File: src/rtl/mc_control_pkg.sv
// Shared types and encodings for the multicycle MIPS main control FSM.
// Optional exception support is selected with MC_EXCEPTION_EN.
package mc_control_pkg;

  typedef enum logic [3:0] {
    S_FETCH     = 4'd0,
    S_DECODE    = 4'd1,
    S_MEM_ADDR  = 4'd2,
    S_MEM_READ  = 4'd3,
    S_MEM_WB    = 4'd4,
    S_MEM_WRITE = 4'd5,
    S_R_EXEC    = 4'd6,
    S_R_WB      = 4'd7,
    S_BRANCH    = 4'd8,
    S_JUMP      = 4'd9,
    S_ADDI_EXEC = 4'd10,
    S_ADDI_WB   = 4'd11,
    S_EXCEPT    = 4'd12
  } state_t;

  localparam logic [5:0] OP_RTYPE = 6'h00;
  localparam logic [5:0] OP_LW    = 6'h23;
  localparam logic [5:0] OP_SW    = 6'h2B;
  localparam logic [5:0] OP_BEQ   = 6'h04;
  localparam logic [5:0] OP_J     = 6'h02;
  localparam logic [5:0] OP_ADDI  = 6'h08;

  localparam logic [5:0] FN_ADD = 6'h20;
  localparam logic [5:0] FN_SUB = 6'h22;
  localparam logic [5:0] FN_AND = 6'h24;
  localparam logic [5:0] FN_OR  = 6'h25;
  localparam logic [5:0] FN_SLT = 6'h2A;

  localparam logic [1:0] SRCB_REG   = 2'd0;
  localparam logic [1:0] SRCB_FOUR  = 2'd1;
  localparam logic [1:0] SRCB_IMM   = 2'd2;
  localparam logic [1:0] SRCB_BOFF  = 2'd3;

  localparam logic [1:0] PCSRC_ALU    = 2'd0;
  localparam logic [1:0] PCSRC_ALUOUT = 2'd1;
  localparam logic [1:0] PCSRC_JUMP   = 2'd2;
  localparam logic [1:0] PCSRC_EXC    = 2'd3;

  localparam logic [1:0] ALUOP_ADD   = 2'd0;
  localparam logic [1:0] ALUOP_SUB   = 2'd1;
  localparam logic [1:0] ALUOP_FUNCT = 2'd2;

  localparam logic CAUSE_OPCODE = 1'b0;
  localparam logic CAUSE_FUNCT  = 1'b1;

  typedef struct packed {
    logic       pc_write;
    logic       pc_write_cond;
    logic       i_or_d;
    logic       mem_read;
    logic       mem_write;
    logic       ir_write;
    logic       mem_to_reg;
    logic       reg_dst;
    logic       reg_write;
    logic       alu_src_a;
    logic [1:0] alu_src_b;
    logic [1:0] alu_op;
    logic [1:0] pc_source;
`ifdef MC_EXCEPTION_EN
    logic       epc_write;
    logic       cause_write;
`endif
  } ctrl_t;

  function automatic logic funct_defined(input logic [5:0] fn);
    return (fn == FN_ADD) || (fn == FN_SUB) || (fn == FN_AND) ||
           (fn == FN_OR)  || (fn == FN_SLT);
  endfunction

endpackage

File: src/rtl/mc_control_fsm_if.sv
// Control bundle between the main control FSM (master) and the datapath (slave).
// MC_EXCEPTION_EN adds the EPC/Cause register controls.
interface mc_control_fsm_if;
  logic [5:0] opcode;
  logic [5:0] funct;
  logic       zero;
  logic       mem_ready;
  logic       pc_write;
  logic       pc_write_cond;
  logic       i_or_d;
  logic       mem_read;
  logic       mem_write;
  logic       ir_write;
  logic       mem_to_reg;
  logic       reg_dst;
  logic       reg_write;
  logic       alu_src_a;
  logic [1:0] alu_src_b;
  logic [1:0] alu_op;
  logic [1:0] pc_source;
  logic [3:0] state;
`ifdef MC_EXCEPTION_EN
  logic       epc_write;
  logic       cause_write;
  logic       int_cause;
`endif

  modport master (
    input  opcode, funct, zero, mem_ready,
    output pc_write, pc_write_cond, i_or_d, mem_read, mem_write, ir_write,
           mem_to_reg, reg_dst, reg_write, alu_src_a, alu_src_b, alu_op,
           pc_source, state
`ifdef MC_EXCEPTION_EN
    , output epc_write, cause_write, int_cause
`endif
  );

  modport slave (
    output opcode, funct, zero, mem_ready,
    input  pc_write, pc_write_cond, i_or_d, mem_read, mem_write, ir_write,
           mem_to_reg, reg_dst, reg_write, alu_src_a, alu_src_b, alu_op,
           pc_source, state
`ifdef MC_EXCEPTION_EN
    , input epc_write, cause_write, int_cause
`endif
  );
endinterface

File: src/rtl/mc_control_decode.sv
// Combinational state -> control-vector decode (pure Moore part of the FSM).
// MC_EXCEPTION_EN adds the EXCEPT state decode.
module mc_control_decode
  import mc_control_pkg::*;
(
  input  state_t i_state,
  output ctrl_t  o_ctrl
);

  // FETCH ir_write/pc_write are left 0 here; the top gates them with mem_ready.
  always_comb begin
    o_ctrl = '0;
    case (i_state)
      S_FETCH: begin
        o_ctrl.mem_read  = 1'b1;
        o_ctrl.alu_src_b = SRCB_FOUR;
        o_ctrl.alu_op    = ALUOP_ADD;
        o_ctrl.pc_source = PCSRC_ALU;
      end
      S_DECODE: begin
        o_ctrl.alu_src_b = SRCB_BOFF;
        o_ctrl.alu_op    = ALUOP_ADD;
      end
      S_MEM_ADDR: begin
        o_ctrl.alu_src_a = 1'b1;
        o_ctrl.alu_src_b = SRCB_IMM;
        o_ctrl.alu_op    = ALUOP_ADD;
      end
      S_MEM_READ: begin
        o_ctrl.mem_read = 1'b1;
        o_ctrl.i_or_d   = 1'b1;
      end
      S_MEM_WB: begin
        o_ctrl.reg_write  = 1'b1;
        o_ctrl.mem_to_reg = 1'b1;
      end
      S_MEM_WRITE: begin
        o_ctrl.mem_write = 1'b1;
        o_ctrl.i_or_d    = 1'b1;
      end
      S_R_EXEC: begin
        o_ctrl.alu_src_a = 1'b1;
        o_ctrl.alu_src_b = SRCB_REG;
        o_ctrl.alu_op    = ALUOP_FUNCT;
      end
      S_R_WB: begin
        o_ctrl.reg_write = 1'b1;
        o_ctrl.reg_dst   = 1'b1;
      end
      S_BRANCH: begin
        o_ctrl.alu_src_a     = 1'b1;
        o_ctrl.alu_src_b     = SRCB_REG;
        o_ctrl.alu_op        = ALUOP_SUB;
        o_ctrl.pc_write_cond = 1'b1;
        o_ctrl.pc_source     = PCSRC_ALUOUT;
      end
      S_JUMP: begin
        o_ctrl.pc_write  = 1'b1;
        o_ctrl.pc_source = PCSRC_JUMP;
      end
      S_ADDI_EXEC: begin
        o_ctrl.alu_src_a = 1'b1;
        o_ctrl.alu_src_b = SRCB_IMM;
        o_ctrl.alu_op    = ALUOP_ADD;
      end
      S_ADDI_WB: begin
        o_ctrl.reg_write = 1'b1;
      end
`ifdef MC_EXCEPTION_EN
      S_EXCEPT: begin
        o_ctrl.epc_write   = 1'b1;
        o_ctrl.cause_write = 1'b1;
        o_ctrl.pc_write    = 1'b1;
        o_ctrl.pc_source   = PCSRC_EXC;
      end
`endif
      default: o_ctrl = '0;
    endcase
  end

endmodule

File: src/rtl/mc_control_fsm.sv
// Multicycle MIPS main control FSM: state register, next-state logic, output gating.
// Define MC_EXCEPTION_EN to trap undefined opcodes / R-type functs into EXCEPT.
module mc_control_fsm
  import mc_control_pkg::*;
#(
  parameter bit MEM_HANDSHAKE = 1'b1
) (
  input  logic               clk,
  input  logic               rst_n,
  mc_control_fsm_if.master   bus
);

  state_t r_state;
  ctrl_t  w_ctrl;
  logic   w_mem_ok;
  logic   w_fetch_done;
  logic   w_unused;

  assign w_mem_ok     = MEM_HANDSHAKE ? bus.mem_ready : 1'b1;
  // rst_n gate keeps the fetch strobes quiet while reset is held.
  assign w_fetch_done = (r_state == S_FETCH) && w_mem_ok && rst_n;
  assign w_unused     = ^{bus.funct, bus.zero, bus.mem_ready};

`ifdef MC_EXCEPTION_EN
  logic r_cause;
`endif

  always_ff @(posedge clk or negedge rst_n) begin
    if (!rst_n) begin
      r_state <= S_FETCH;
`ifdef MC_EXCEPTION_EN
      r_cause <= CAUSE_OPCODE;
`endif
    end else begin
      case (r_state)
        S_FETCH:     if (w_mem_ok) r_state <= S_DECODE;
        S_DECODE: begin
          case (bus.opcode)
            OP_RTYPE: begin
`ifdef MC_EXCEPTION_EN
              if (!funct_defined(bus.funct)) begin
                r_state <= S_EXCEPT;
                r_cause <= CAUSE_FUNCT;
              end else
`endif
              r_state <= S_R_EXEC;
            end
            OP_LW, OP_SW: r_state <= S_MEM_ADDR;
            OP_BEQ:       r_state <= S_BRANCH;
            OP_J:         r_state <= S_JUMP;
            OP_ADDI:      r_state <= S_ADDI_EXEC;
            default: begin
`ifdef MC_EXCEPTION_EN
              r_state <= S_EXCEPT;
              r_cause <= CAUSE_OPCODE;
`else
              r_state <= S_FETCH;
`endif
            end
          endcase
        end
        S_MEM_ADDR:  r_state <= (bus.opcode == OP_SW) ? S_MEM_WRITE : S_MEM_READ;
        S_MEM_READ:  if (w_mem_ok) r_state <= S_MEM_WB;
        S_MEM_WRITE: if (w_mem_ok) r_state <= S_FETCH;
        S_R_EXEC:    r_state <= S_R_WB;
        S_ADDI_EXEC: r_state <= S_ADDI_WB;
        default:     r_state <= S_FETCH;
      endcase
    end
  end

  mc_control_decode u_decode (
    .i_state (r_state),
    .o_ctrl  (w_ctrl)
  );

  assign bus.pc_write      = w_ctrl.pc_write | w_fetch_done;
  assign bus.ir_write      = w_ctrl.ir_write | w_fetch_done;
  assign bus.pc_write_cond = w_ctrl.pc_write_cond;
  assign bus.i_or_d        = w_ctrl.i_or_d;
  assign bus.mem_read      = w_ctrl.mem_read;
  assign bus.mem_write     = w_ctrl.mem_write;
  assign bus.mem_to_reg    = w_ctrl.mem_to_reg;
  assign bus.reg_dst       = w_ctrl.reg_dst;
  assign bus.reg_write     = w_ctrl.reg_write;
  assign bus.alu_src_a     = w_ctrl.alu_src_a;
  assign bus.alu_src_b     = w_ctrl.alu_src_b;
  assign bus.alu_op        = w_ctrl.alu_op;
  assign bus.pc_source     = w_ctrl.pc_source;
  assign bus.state         = r_state;

`ifdef MC_EXCEPTION_EN
  assign bus.epc_write   = w_ctrl.epc_write;
  assign bus.cause_write = w_ctrl.cause_write;
  assign bus.int_cause   = (r_state == S_EXCEPT) && r_cause;
`endif

endmodule

File: src/flat_wrapper.sv
// flat-port wrapper written by rule: the top's interface ports become plain ports
module mc_control_fsm_flat import mc_control_pkg::*;
#(
  parameter bit MEM_HANDSHAKE = 1'b1
)
  (clk, rst_n, bus_opcode, bus_funct, bus_zero, bus_mem_ready, bus_pc_write, bus_pc_write_cond, bus_i_or_d, bus_mem_read, bus_mem_write, bus_ir_write, bus_mem_to_reg, bus_reg_dst, bus_reg_write, bus_alu_src_a, bus_alu_src_b, bus_alu_op, bus_pc_source, bus_state);
  mc_control_fsm_if bus_i ();
  input  logic clk;
  input  logic rst_n;
  input wire logic [$bits(bus_i.opcode)-1:0] bus_opcode;
  input wire logic [$bits(bus_i.funct)-1:0] bus_funct;
  input wire logic [$bits(bus_i.zero)-1:0] bus_zero;
  input wire logic [$bits(bus_i.mem_ready)-1:0] bus_mem_ready;
  output wire logic [$bits(bus_i.pc_write)-1:0] bus_pc_write;
  output wire logic [$bits(bus_i.pc_write_cond)-1:0] bus_pc_write_cond;
  output wire logic [$bits(bus_i.i_or_d)-1:0] bus_i_or_d;
  output wire logic [$bits(bus_i.mem_read)-1:0] bus_mem_read;
  output wire logic [$bits(bus_i.mem_write)-1:0] bus_mem_write;
  output wire logic [$bits(bus_i.ir_write)-1:0] bus_ir_write;
  output wire logic [$bits(bus_i.mem_to_reg)-1:0] bus_mem_to_reg;
  output wire logic [$bits(bus_i.reg_dst)-1:0] bus_reg_dst;
  output wire logic [$bits(bus_i.reg_write)-1:0] bus_reg_write;
  output wire logic [$bits(bus_i.alu_src_a)-1:0] bus_alu_src_a;
  output wire logic [$bits(bus_i.alu_src_b)-1:0] bus_alu_src_b;
  output wire logic [$bits(bus_i.alu_op)-1:0] bus_alu_op;
  output wire logic [$bits(bus_i.pc_source)-1:0] bus_pc_source;
  output wire logic [$bits(bus_i.state)-1:0] bus_state;
  assign bus_i.opcode = bus_opcode;
  assign bus_i.funct = bus_funct;
  assign bus_i.zero = bus_zero;
  assign bus_i.mem_ready = bus_mem_ready;
  assign bus_pc_write = bus_i.pc_write;
  assign bus_pc_write_cond = bus_i.pc_write_cond;
  assign bus_i_or_d = bus_i.i_or_d;
  assign bus_mem_read = bus_i.mem_read;
  assign bus_mem_write = bus_i.mem_write;
  assign bus_ir_write = bus_i.ir_write;
  assign bus_mem_to_reg = bus_i.mem_to_reg;
  assign bus_reg_dst = bus_i.reg_dst;
  assign bus_reg_write = bus_i.reg_write;
  assign bus_alu_src_a = bus_i.alu_src_a;
  assign bus_alu_src_b = bus_i.alu_src_b;
  assign bus_alu_op = bus_i.alu_op;
  assign bus_pc_source = bus_i.pc_source;
  assign bus_state = bus_i.state;
  mc_control_fsm #(.MEM_HANDSHAKE(MEM_HANDSHAKE)) u_core (.clk(clk), .rst_n(rst_n), .bus(bus_i));
endmodule
File: config.mk
export PLATFORM = sky130hd
export DESIGN_NAME = mc_control_fsm_flat
export DESIGN_NICKNAME = d
export VERILOG_FILES = /design/src/rtl/mc_control_pkg.sv /design/src/rtl/mc_control_fsm_if.sv /design/src/rtl/mc_control_decode.sv /design/src/rtl/mc_control_fsm.sv /design/src/flat_wrapper.sv
export SDC_FILE = /design/constraint.sdc
export NUM_CORES = 1
export LEC_CHECK = 0
export BUFFER_PORTS_ARGS = -buffer_cell sky130_fd_sc_hd__buf_4
export CAP_MARGIN = 20
export CORE_AREA = 2 2 39 41
export CTS_BUF_LIST = sky130_fd_sc_hd__clkbuf_8
export CTS_CLUSTER_DIAMETER = 120
export DETAILED_ROUTE_END_ITERATION = 12
export DIE_AREA = 0 0 41 43
export GPL_TIMING_DRIVEN = 1
export PLACE_DENSITY = 0.76
export RECOVER_POWER = 100
export SLEW_MARGIN = 20
export SYNTH_ARGS = -nofsm -noshare
export SYNTH_HDL_FRONTEND = slang
export SYNTH_SLANG_ARGS = --single-unit
File: constraint.sdc
create_clock -name clk -period 1.6 [get_ports clk]
set_input_delay 0.08 -clock clk [delete_from_list [all_inputs] [get_ports clk]]
set_output_delay 0.08 -clock clk [all_outputs]
set_load 0.05 [all_outputs]
==> qor.txt <==
Primary FF master, synth - dfrtp_1
GRT overflow - 0
CTS Root Cell - clkbuf_8
Max Root-Sink Buffers - 2
Total GRT Usage - 19.51%
Die Ht - 43 µm
initial antenna violation count - 0
hold path start - bus_opcode[4]
Core Util, Final - 62.21%
PortBufs - 28
Power per Cell Area - 2043 mW/mm²
Max Slew Vio Count - 0
clock latency on the worst-skew pair - 220 ps
diode count - 0
VDD IR-drop max - 0.001198 V
Largest register FFs - 4
Syn Inst Count - 67
Tcrit/Tclk final - 94.80%
Seq/Total Area, Yosys - 19.18%
ranking of synthesized cells by area - dfrtp_1 (19%), nor2_1 (9.4%), buf_4 (5.8%)
Avg Cell Area, Syn - 7.787 µm²
Die ar. - 0.001763 mm²
P&R area growth vs syn - 64.99%
Setup Viol. Count Final - 0
r2r endpoint - u_core.bus.state[0]$_DFFE_PN0P_
IO Pins - 36
Net Count, Synth - 83
RR Startpoint - u_core.bus.state[1]$_DFFE_PN0P_
Final Critical Period - 1517 ps
Leak - 0.3660 nW
TritonCTS clock tree - done
Initial Utilization - 37.70%
DRC - 0
share of post-route cells with drive strength above 1 - 61.00%
post-route ant nets - 0
Worst Path Required - 1520 ps
critical path class - reg -> out
Yosys reg bits - 4
clock share of power - 11.8%
fraction of power spent switching nets - 56.81%
WHS Path Cells - 4
Worst slew margin - 60.91%
slew at the pin closest to its max-slew limit - 588.9 ps
Gate power share - 73.9%
Std-Cell Rows - 14
worst endpoint data arrival time - 1440 ps
Clock Skews - 0.3136 ps
internal power - 0.7595 mW
Iter 0 DRT Violations - 5
routability congestion estimate - 0.7870
vias in the first global route - 540
crit path max fanout - 10
CTS buffer count - 3
Post-synth EDFFs - 0
Synth area leader - dfrtp_1
DP HPWL - 1.085 mm
Pwr Total - 1.758 mW
largest net degree at the start of global routing - 17
Syn. warnings - 0
CTS clk-pin slew, worst paths - 30 ps
Worst setup SP type - register
Vias - 615
status - complete, no violations
Worst Slack Setup Final - 83.16 ps
post-detailed-route wirelength per cell - 12.19 µm
worst r2r path cells - 4
Fmax - 659.3 MHz
setup_tns - 0 ps
post-synthesis cell area - 521.8 µm²
post-place setup slack - 261.6 ps
clk sinks - 4
drt via density - 5.302
Synth top area share - 19.18%
Distinct cells, synth - 35
Fin. Hold Viols - 0
TritonRoute pass-1 iters - 4
Worst Hold Endpoint - u_core.bus.state[3]$_DFFE_PN0P_
Setup crit end kind - primary output
global-route wire length before repair - 2.290 mm
reg2reg setup slack - 160 ps
Async S/R FF share, synth - 100.0%
Net Sw Power - 0.9989 mW
RSZ-0062 raised after global routing - false
final wirelength - 1.414 mm
Die Wd - 41 µm
Final nets - 118
HP Class - in -> reg
core box area - 0.001384 mm²
share of power burned in registers - 14.3%
Max Cap Violations - 0
H-Tree Depth - 1
-- synthesized netlist by cell type (2+ instances only) --
cell type	number
nor2_1	13
nor3_1	5
buf_4	4
dfrtp_1	4
nand2b_1	4
nand2_1	3
a21oi_1	2
nand4_1	2
nor3b_1	2
o21ai_0	2
o22ai_1	2
-- cell usage in the layout, fill, tap and decap left out, types with 2 or more instances in the layout --
cell,count
buf_4,19
nor2_2,8
clkbuf_4,7
buf_2,5
nor2_1,4
dfrtp_2,4
nand2_1,3
nor3_1,3
clkbuf_8,3
nand2b_2,2
nor3_2,2
o22ai_2,2
o21ai_0,2
nand4_1,2
clkbuf_1,2
-- cells by family (layout without fill, tap and decap cells) --
family          after synthesis  after routing  synth area share, %
xor+xnor                      3              3                6.476
simple gates                 38             38                42.69
compound gates               17             17                23.75
flops                         4              4                19.19
buf+inv                       5             38                7.914
-- power groups by stage --
stage               sequential, mW  combinational, mW  clock, mW
floorplan                    0.283              0.976          0
global placement             0.277               1.23          0
detailed placement           0.275               1.25          0
CTS                          0.274               1.25      0.212
global route                 0.265               1.37      0.224
finish                       0.251               1.30      0.208
-- cell type report --
| cell class | count | area [µm²] |
|---|---|---|
| clock buffer | 3 | 41.29 |
| sequential | 4 | 105.1 |
| timing repair buffer | 35 | 242.7 |
| tap | 16 | 20.02 |
| multi-input combinational | 58 | 451.7 |
| fill | 136 | 523.0 |
-- critical path: stages (launching register included) --
cell and delay, ps:
dfrtp_2 450, buf_4 180, xnor2_1 150, nor3b_4 170
buf_2 280
-- metrics by stage --
stage | hold WS (ps) | instances | cell area, µm²
after floorplan | -215.6 | 67 | 604.3
after global placement | -120.3 | 107 | 793.3
after detailed placement | -119.1 | 107 | 793.3
after CTS | 191.0 | 111 | 844.6
after global routing | 223.8 | 116 | 860.8
final | 186.9 | 116 | 860.8
-- worst max path at each step --
stage	startpoint	slack, ps	cells after the start	to
after floorplan	u_core.bus.state[1]$_DFFE_PN0P_	4	4	bus_alu_src_b[1]
after global placement	u_core.bus.state[3]$_DFFE_PN0P_	270	3	u_core.bus.state[0]$_DFFE_PN0P_
after detailed placement	u_core.bus.state[1]$_DFFE_PN0P_	260	4	bus_alu_src_b[1]
after CTS	u_core.bus.state[1]$_DFFE_PN0P_	30	4	bus_alu_src_b[1]
after global routing	u_core.bus.state[3]$_DFFE_PN0P_	20	3	bus_alu_op[1]
final	u_core.bus.state[1]$_DFFE_PN0P_	80	4	bus_i_or_d
-- metal layers --
layer | vias up | track usage (%) | routed length [µm]
met5 | - | 0 | 0
met4 | 0 | 12.00 | 34
met3 | 4 | 4.712 | 91
met2 | 25 | 30.94 | 704
met1 | 274 | 22.04 | 584
li1 | 312 | - | -
-- repair_timing --
item | in CTS | in global routing
gates resized for setup | 0 | 3
endpoints found under the hold margin | 4 | 0
hold buffers | 1 | 0
setup endpoints to repair | 0 | 2
setup buffers | 0 | 5
Power figures use the tool's default switching activity.
